File: src/rtl/idma_resi_pkg.sv
// Shared types and width helpers for the residual-mode read address generator.
package idma_resi_pkg;

  typedef enum logic {
    RESI_IDLE = 1'b0,
    RESI_RUN  = 1'b1
  } resi_state_e;

  localparam int unsigned RESI_MAX_SRC = 8;

  function automatic int unsigned resiIdxW(input int unsigned n);
    return (n < 2) ? 1 : $clog2(n);
  endfunction

endpackage

File: src/rtl/idma_resi_src_ptr.sv
// Per-source address pointer: loads its base at start, advances by the stride
// on each accepted beat of its source, and clears when a sequence ends.
module idma_resi_src_ptr #(
  parameter int ADDR_W = 32,
  parameter int GAP_W  = 16
) (
  input  logic              clk,
  input  logic              rst,
  input  logic              i_load,
  input  logic [ADDR_W-1:0] i_base,
  input  logic              i_inc,
  input  logic [GAP_W-1:0]  i_gap,
  input  logic              i_clear,
  output logic [ADDR_W-1:0] o_ptr
);

  logic [ADDR_W-1:0] r_ptr;

  // Clearing wins over load and increment so an ending sequence leaves no residue.
  always_ff @(posedge clk) begin
    if (rst) begin
      r_ptr <= '0;
    end else if (i_clear) begin
      r_ptr <= '0;
    end else if (i_load) begin
      r_ptr <= i_base;
    end else if (i_inc) begin
      r_ptr <= r_ptr + ADDR_W'(i_gap);
    end
  end

  assign o_ptr = r_ptr;

endmodule

File: src/rtl/idma_rd_sync_resi_raddr_gen_nsrc.sv
// Residual-mode read address generator: interleaves one address per active
// source per iteration into the read address FIFO, with abort and done pulse.
module idma_rd_sync_resi_raddr_gen_nsrc
  import idma_resi_pkg::*;
#(
  parameter int NUM_SRC = 2,
  parameter int ADDR_W  = 32,
  parameter int GAP_W   = 16,
  parameter int LOOP_W  = 16,
  localparam int SRC_W  = $clog2(NUM_SRC)
) (
  input  logic                      clk,
  input  logic                      rst,
  input  logic                      cfg_resi_mode,
  input  logic [SRC_W:0]            cfg_src_num,
  input  logic [NUM_SRC*ADDR_W-1:0] cfg_base_addr,
  input  logic [GAP_W-1:0]          cfg_addr_gap,
  input  logic [LOOP_W-1:0]         cfg_loop_num,
  input  logic [GAP_W-1:0]          cfg_last_adj,
  input  logic                      rd_req,
  input  logic                      rd_abort,
  input  logic                      out_ready,
  output logic                      out_valid,
  output logic [ADDR_W-1:0]         out_addr,
  output logic [SRC_W-1:0]          out_src_id,
  output logic                      out_last,
  output logic                      busy,
  output logic                      done
);

  localparam int unsigned N_SRC = (NUM_SRC > RESI_MAX_SRC) ? RESI_MAX_SRC : NUM_SRC;

  resi_state_e       r_state;
  resi_state_e       w_nextState;
  logic [SRC_W:0]    r_srcNum;
  logic [SRC_W:0]    w_srcNumClamp;
  logic [GAP_W-1:0]  r_gap;
  logic [GAP_W-1:0]  r_lastAdj;
  logic [LOOP_W-1:0] r_loopNum;
  logic [LOOP_W-1:0] r_iter;
  logic [SRC_W-1:0]  r_srcIdx;
  logic              r_done;
  logic              w_start;
  logic              w_zeroStart;
  logic              w_valid;
  logic              w_accept;
  logic              w_idxWrap;
  logic              w_lastBeat;
  logic              w_finish;
  logic [ADDR_W-1:0] w_ptr [N_SRC];
  logic [ADDR_W-1:0] w_curPtr;

  assign w_start     = (r_state == RESI_IDLE) & rd_req & cfg_resi_mode & (cfg_loop_num != '0);
  assign w_zeroStart = (r_state == RESI_IDLE) & rd_req & cfg_resi_mode & (cfg_loop_num == '0);
  assign w_valid     = (r_state == RESI_RUN) & ~rd_abort;
  assign w_accept    = w_valid & out_ready;
  assign w_idxWrap   = ({1'b0, r_srcIdx} == (r_srcNum - (SRC_W+1)'(1)));
  assign w_lastBeat  = (r_state == RESI_RUN) & w_idxWrap & (r_iter == (r_loopNum - LOOP_W'(1)));
  assign w_finish    = (r_state == RESI_RUN) & (rd_abort | (w_accept & w_lastBeat));

  // Out-of-range source counts are folded into 1..N_SRC before latching.
  always_comb begin
    w_srcNumClamp = cfg_src_num;
    if (cfg_src_num == '0) begin
      w_srcNumClamp = (SRC_W+1)'(1);
    end else if (cfg_src_num > (SRC_W+1)'(N_SRC)) begin
      w_srcNumClamp = (SRC_W+1)'(N_SRC);
    end
  end

  always_ff @(posedge clk) begin
    if (rst) begin
      r_state <= RESI_IDLE;
    end else begin
      r_state <= w_nextState;
    end
  end

  always_comb begin
    w_nextState = r_state;
    case (r_state)
      RESI_IDLE: if (w_start) w_nextState = RESI_RUN;
      RESI_RUN:  if (w_finish) w_nextState = RESI_IDLE;
      default:   w_nextState = RESI_IDLE;
    endcase
  end

  // Configuration is captured only on an accepted start.
  always_ff @(posedge clk) begin
    if (rst) begin
      r_srcNum  <= '0;
      r_gap     <= '0;
      r_lastAdj <= '0;
      r_loopNum <= '0;
    end else if (w_start) begin
      r_srcNum  <= w_srcNumClamp;
      r_gap     <= cfg_addr_gap;
      r_lastAdj <= cfg_last_adj;
      r_loopNum <= cfg_loop_num;
    end
  end

  always_ff @(posedge clk) begin
    if (rst) begin
      r_srcIdx <= '0;
      r_iter   <= '0;
    end else if (w_start || w_finish) begin
      r_srcIdx <= '0;
      r_iter   <= '0;
    end else if (w_accept) begin
      if (w_idxWrap) begin
        r_srcIdx <= '0;
        r_iter   <= r_iter + LOOP_W'(1);
      end else begin
        r_srcIdx <= r_srcIdx + SRC_W'(1);
      end
    end
  end

  always_ff @(posedge clk) begin
    if (rst) begin
      r_done <= 1'b0;
    end else begin
      r_done <= w_zeroStart | w_finish;
    end
  end

  for (genvar g = 0; g < N_SRC; g++) begin : g_ptr
    idma_resi_src_ptr #(
      .ADDR_W (ADDR_W),
      .GAP_W  (GAP_W)
    ) u_ptr (
      .clk     (clk),
      .rst     (rst),
      .i_load  (w_start),
      .i_base  (cfg_base_addr[g*ADDR_W +: ADDR_W]),
      .i_inc   (w_accept & (r_srcIdx == SRC_W'(g))),
      .i_gap   (r_gap),
      .i_clear (w_finish),
      .o_ptr   (w_ptr[g])
    );
  end

  always_comb begin
    w_curPtr = '0;
    for (int i = 0; i < N_SRC; i++) begin
      if (r_srcIdx == SRC_W'(i)) w_curPtr = w_ptr[i];
    end
  end

  // The final source of the final iteration carries the extra offset.
  always_comb begin
    out_valid  = w_valid;
    out_addr   = '0;
    out_src_id = '0;
    out_last   = 1'b0;
    busy       = (r_state == RESI_RUN);
    done       = r_done;
    if (r_state == RESI_RUN) begin
      out_addr   = w_curPtr + (w_lastBeat ? ADDR_W'(r_lastAdj) : '0);
      out_src_id = r_srcIdx;
      out_last   = w_lastBeat;
    end
  end

endmodule

File: config.mk
export PLATFORM = sky130hd
export DESIGN_NAME = idma_rd_sync_resi_raddr_gen_nsrc
export DESIGN_NICKNAME = d
export VERILOG_FILES = /design/src/rtl/idma_resi_pkg.sv /design/src/rtl/idma_resi_src_ptr.sv /design/src/rtl/idma_rd_sync_resi_raddr_gen_nsrc.sv
export SDC_FILE = /design/constraint.sdc
export NUM_CORES = 1
export LEC_CHECK = 0
export ABC_AREA = 1
export CAP_MARGIN = 20
export CORE_MARGIN = 1.5
export CORE_UTILIZATION = 26
export DETAILED_ROUTE_END_ITERATION = 7
export PLACE_DENSITY_LB_ADDON = 0.1
export SETUP_SLACK_MARGIN = 0.02
export SLEW_MARGIN = 20
export SYNTH_ARGS = -nofsm -noshare
export SYNTH_HDL_FRONTEND = slang
export SYNTH_SLANG_ARGS = --single-unit
export TNS_END_PERCENT = 5
File: constraint.sdc
create_clock -name clk -period 5.2 [get_ports clk]
set_input_delay 0.52 -clock clk [delete_from_list [all_inputs] [get_ports clk]]
set_output_delay 0.52 -clock clk [all_outputs]
set_load 0.1 [all_outputs]
==> results of run 1 <==
[cells by family (layout without fill, tap and decap cells)]
kind of cell / count (synthesis) / count (layout)
compound gates: 363 / 363
buf+inv: 281 / 439
fa+ha+maj: 53 / 53
xor+xnor: 54 / 54
flops: 133 / 133
simple gates: 844 / 844
mux: 5 / 5
[how the worst max path moves through the flow]
stage                              end  slack, ns
final                     out_addr[24]       0.31
after global routing      out_addr[24]      -0.07
after CTS                 out_addr[31]     -0.003
after detailed placement  out_addr[24]       0.22
after global placement    out_addr[24]       0.27
after floorplan           out_addr[22]      -0.25
[per-layer routing]
layer	GRT usage (%)	vias to the layer above	routed length [um]
met5	0	-	0
met4	5.03	0	647
met3	2.62	25	1760
met2	32.6	243	19000
met1	26.2	5288	19500
li1	-	5983	-
[cells in the final DEF (no fill, tap or decap), drive strengths merged, types with 3 or more instances in the layout]
cell type,n
a22oi,13
ha,50
o21a,4
buf,57
nor3,26
o21bai,7
xnor2,24
clkinvlp,4
nor2,299
nor4,9
a221oi,8
clkinv,5
clkbuf,19
bufinv,3
nand4,22
inv,229
o221ai,8
xor2,30
nand3b,5
fa,3
o211ai,12
nand2,364
dfxtp,133
nand3,109
a31oi,3
a21o,4
o21ai,159
or2,4
a21oi,137
mux2i,5
clkdlybuf4s50,122
[through the flow]
step / TNS [ns] / std cells / area, um2 / hold WS [ns]
after floorplan: -1.65 / 1733 / 10700 / 0.430
after global placement: 0 / 2370 / 13000 / 0.444
after detailed placement: 0 / 2370 / 13000 / 0.447
after CTS: -0.00506 / 2402 / 13600 / 0.457
after global routing: -0.383 / 2416 / 13900 / 0.476
final: 0 / 2416 / 13900 / 0.459
[registers in the layout, summed over array words and instances (netlist names)]
register / count
r_gap: 16
r_loopNum: 16
r_iter: 16
r_srcNum: 2
g_ptr.u_ptr.o_ptr: 64
done: 1
r_lastAdj: 16
busy: 1
r_srcIdx: 1
[final cells by class]
cell class              instances  area share [%]
multi-input cells            1319            50.9
flip-flops and latches        133            19.2
repair buffers                180            14.7
inverters                     227            6.13
well taps                     525            4.72
clock buffers                  18            3.08
clock inverters                14            1.28
[timing repair]
item	4_1_cts	5_1_grt
pin swaps	1	20
endpoints found under the setup margin	8	24
resized for setup	7	57
gates cloned	0	1
setup buffers	0	13
[power groups by stage]
stage               sequential (W)  combinational [W]  clock, W
finish                     0.00112           0.000659   0.00129
CTS                        0.00113           0.000653   0.00133
floorplan                  0.00113           0.000413         0
detailed placement         0.00115           0.000649         0
global route               0.00113           0.000734   0.00138
global placement           0.00115           0.000646         0
[worst reg2reg max path: stages, from the launching register on]
cell and delay (ns):
dfxtp_1 0.41, inv_1 0.14, fa_1 0.47, o21ai_0 0.44, a21oi_1 0.24, o21ai_0 0.53
nand2_1 0.17, nand2_1 0.15, nand2_1 0.06, nand2_1 0.06, nand3_1 0.06, a21oi_1 0.15
nor2_1 0.05
==> metrics.yaml, run 1 <==
floorplanning:
  ios: 157
  rows: 73
  die_w_um: 205
  die_h_um: 205
  die_area_um2: 42000
  core_area_um2: 40000
  start_util_pct: 26.5
finish:
  drive_gt1_share_pct: 9.73
  nFillCells: 4498
  finalNetCount: 2051
  num_antenna_cells: 0
  ff_latch_area_um2: 2670
  multiInputGateArea_um2: 7090
  final_util_pct: 34.8
  area_delta_synth_final_pct: 31.3
global_routing:
  grt_overflow: 0
  grt_max_degree: 74
  grt_pass1_vias: 11100
  grt.total_usage_pct: 19.5
  grt_antenna_before_repair: 0
  grt_pass1_wl_um: 62300
synth:
  synth_cells: 1733
  avgSynthCellArea_um2: 6.12
  synth_compound_area_share_pct: 18.9
  synth_edf_count: 0
  synth_cell_types: 53
  synth-seq-area-share_pct: 25.1
  ys_ff_latch: 133
  async_flop_share_pct: 0
  synth_top_cell_by_area: "dfxtp_1"
  synth_mux_area_share_pct: 0.472
  synthAdderAreaFrac_pct: 6.47
  synthFlopType: "dfxtp_1"
  yosysWarningCount: 0
  synth_common_cells: "nand2_1 (357), nor2_1 (292), inv_1 (215)"
  yosysMostFrequentCell: "nand2_1"
  yosys.area_share.simple_pct: 33.9
  yosys.area_share.xor_xnor_pct: 4.46
  synth_top_area_share_pct: 25.1
  netlist_area_um2: 10600
  yosys-top-cells-area: "dfxtp_1 (25%), nand2_1 (13%), nor2_1 (10%)"
  syn_nets: 1906
  synth_top_family_by_area: "simple AND/OR/NAND/NOR gates"
pwr:
  leakagePower_nw: 5.65
  powerDensity_nw_per_um2: 221
  pwr-share-comb_pct: 21.4
  total_power_w: 0.00308
  p_int_w: 0.00209
  clkPwrFrac_pct: 42.0
  switchingPower_w: 0.000988
  p_seq_share_pct: 36.6
  peakVddDrop_mv: 0.181
  switching_share_pct: 32.1
drt:
  via_per_inst: 4.78
  via_count: 11500
  post-route-drc-count: 0
  dr.pass1.iters: 5
  wire_per_inst_um: 16.9
  finalWirelength_um: 40900
  initialDrtViolationCount: 716
  ant_nets: 0
sta:
  slew_viol_final: 0
  worst_pin_slew_ns: 1.14
  maxSlewHeadroom_pct: 23.2
  rsz0062_at_grt: "yes"
  post-route-worst-setup-slack_ns: 0.308
  period_share_pct: 94.1
  setup_viol: 0
  hold_violations: 0
  min_period_ns: 4.89
  finalClockSkew_ns: 0.00897
  clock.fmax_ghz: 0.204
worst_hold_path:
  whs_endpoint: "r_lastAdj[9]$_SDFFE_PP0P_"
  holdPathStages: 2
  hold_class: "reg2reg"
  min_from: "r_lastAdj[9]$_SDFFE_PP0P_"
cts:
  cts_tree: "yes"
  cts_max_path_buffers: 2
  htree_levels: 4
  ctsHoldBuffers: 0
  clk_latency_ns: 0.44
  clockRootBuffer: "clkbuf_16"
  clock-sinks: 133
  path_clk_slew_ns: 0.06
  cts_buffers: 17
setup_path:
  max_stage_delay_ns: 0.36
  crit_cells: 31
  cp-start-kind: "flop"
  worstSetupPathType: "reg2out"
  r2r_cells: 12
  r2r_slack_ns: 2.14
  worst_r2r_endpoint: "g_ptr[1].u_ptr.o_ptr[30]$_SDFFE_PP0P_"
  reg2reg_from: "r_gap[1]$_SDFFE_PP0P_"
  endpoint_kind: "output pin"
  crit_top_cell: "nand2_1"
  arrival_ns: 4.37
  critPathRequiredTime_ns: 4.68
  cp_top_family: "simple AND/OR/NAND/NOR gates"
  crit_path_max_fanout: 4
  slowest_stage: "fa_2"
  worst-path-buf-inv: 4
  startpoint: "r_loopNum[1]$_SDFFE_PP0P_"
place:
  routabilityCongestion: 0.889
  post-place-ws_ns: 0.216
  hpwl_um: 32200
  portBuffers: 155
run:
  cap_violations: 0
status:
  status: "complete, no violations"
Note: power is estimated with default switching activity, not from simulation.
==> run 2, diff against run 1 <==
--- a/config.mk
+++ b/config.mk
@@ -9,6 +9,7 @@
 export CAP_MARGIN = 20
 export CORE_MARGIN = 1.5
 export CORE_UTILIZATION = 26
+export CTS_BUF_LIST = sky130_fd_sc_hd__clkbuf_16
 export DETAILED_ROUTE_END_ITERATION = 7
 export PLACE_DENSITY_LB_ADDON = 0.1
 export SETUP_SLACK_MARGIN = 0.02
==> run 2 against run 1 <==
Utilization unchanged. Largest cell class unchanged. Routed wire length about the same. Largest power group unchanged. Flip-flop and latch count unchanged. Sequential share of layout area unchanged. Register-to-register slack about the same. First-iteration DRC count unchanged. Combinational power about the same. Power about the same.
==> metrics.yaml, run 2 (synthesis results as in run 1) <==
status:
  status: "complete, no violations"
global_routing:
  grt_antenna_before_repair: 0
  grt_pass1_wl_um: 62300
  grt_max_degree: 74
  grt.total_usage_pct: 19.5
  grt_pass1_vias: 11100
  grt_overflow: 0
cts:
  cts_max_path_buffers: 2
  clk_latency_ns: 0.44
  ctsHoldBuffers: 0
  clock-sinks: 133
  clockRootBuffer: "clkbuf_16"
  cts_tree: "yes"
  htree_levels: 4
  path_clk_slew_ns: 0.06
  cts_buffers: 17
drt:
  dr_wl_met2_um: 19000
  wire_per_inst_um: 16.9
  dr.pass1.iters: 5
  post-route-drc-count: 0
  wl_met1_um: 19500
  initialDrtViolationCount: 716
  dr_wl_met3_um: 1760
  via_per_inst: 4.78
  ant_nets: 0
  finalWirelength_um: 40900
  top_layer: "met4"
  via_count: 11500
setup_path:
  cp-start-kind: "flop"
  endpoint_kind: "output pin"
  critPathRequiredTime_ns: 4.68
  worstSetupPathType: "reg2out"
  r2r_cells: 12
  max_stage_delay_ns: 0.36
  arrival_ns: 4.37
  crit_top_cell: "nand2_1"
  crit_path_max_fanout: 4
  slowest_stage: "fa_2"
finish:
  num_antenna_cells: 0
  area_delta_synth_final_pct: 31.3
  final_cell_mix: "nand2_1 (345), nor2_1 (275), inv_1 (211), o21ai_0 (150), dfxtp_1 (130)"
  final_common_cell: "nand2_1"
  finalNetCount: 2051
  largest_reg_flops: 64
  drive_gt1_share_pct: 9.73
  nFillCells: 4498
sta:
  min_period_ns: 4.89
  maxSlewHeadroom_pct: 23.2
  slew_viol_final: 0
  clock.fmax_ghz: 0.204
  worst_pin_slew_ns: 1.14
  rsz0062_at_grt: "yes"
  hold_violations: 0
  period_share_pct: 94.1
  setup_viol: 0
  finalClockSkew_ns: 0.00897
  post-route-worst-setup-slack_ns: 0.308
  setup_tns_ns: 0
pwr:
  leakagePower_nw: 5.66
  peakVddDrop_mv: 0.181
  powerDensity_nw_per_um2: 221
  total_power_w: 0.00308
floorplanning:
  die_w_um: 205
  die_h_um: 205
  core_area_um2: 40000
  rows: 73
  die_area_um2: 42000
  start_util_pct: 26.5
  ios: 157
place:
  post-place-ws_ns: 0.216
  routabilityCongestion: 0.889
  portBuffers: 155
  hpwl_um: 32200
run:
  cap_violations: 0
worst_hold_path:
  hold_class: "reg2reg"
  holdPathStages: 2
[run 2: cell types whose count changed in the layout (fill, tap and decap cells not counted)]
| cell | change |
|---|---|
| clkbuf_1 | -1 |
| inv_1 | +1 |
[run 2: stage by stage]
stage,utilization [%],cells,cell area [um2],hold WS [ns]
floorplan,-,1733,10700,0.430
global placement,32.4,2370,13000,0.444
detailed placement,32.4,2370,13000,0.447
CTS,34.0,2402,13600,0.457
global route,34.8,2416,13900,0.476
finish,34.8,2416,13900,0.459
[run 2: cell type report]
cell class	instances	area, um2	area share [%]
Clock buffer	17	425	3.06
Clock inverter	15	181	1.30
Inverter	227	853	6.13
Multi-Input combinational cell	1319	7090	50.9
Sequential cell	133	2670	19.2
Tap cell	525	657	4.72
Timing Repair Buffer	180	2050	14.7
[run 2: timing repair]
action | CTS | global route
gates resized for setup | 7 | 57
endpoints found under the setup margin | 8 | 24
pin swaps | 1 | 20
hold endpoints to repair | 0 | 0
buffers inserted | 0 | 13
cloned | 0 | 1
[run 2: path summary, 6_finish.rpt]
kind / from / to / slack [ns]
worst max-delay path: r_loopNum[1]$_SDFFE_PP0P_ / out_addr[24] / 0.31
worst min-delay path: r_lastAdj[9]$_SDFFE_PP0P_ / r_lastAdj[9]$_SDFFE_PP0P_ / 0.46
worst max register to register: r_gap[1]$_SDFFE_PP0P_ / g_ptr[1].u_ptr.o_ptr[30]$_SDFFE_PP0P_ / 2.14
worst min register to register: r_lastAdj[9]$_SDFFE_PP0P_ / r_lastAdj[9]$_SDFFE_PP0P_ / 0.46
[run 2: report_power, final]
group | internal, W | leakage, nW | switching (W) | total, W
sequential | 0.00107 | 1.09 | 0.0000545 | 0.00112
combinational | 0.000260 | 4.28 | 0.000399 | 0.000659
clock | 0.000757 | 0.288 | 0.000535 | 0.00129
[run 2: critical path: cells and delay by family, from the launching register on]
kind                     cells  cell delay (ns)
buffers and inverters        4             0.36
adder cells (fa/ha/maj)      3             0.67
AND/OR/NAND/NOR             21             2.16
AO/OA/AOI/OAI                3             0.40
flip-flops                   1             0.33
[run 2: layer usage]
metal	GRT usage, %	up-vias
met5	0	-
met4	5.03	0
met3	2.62	25
met2	32.6	243
met1	26.2	5289
li1	-	5983
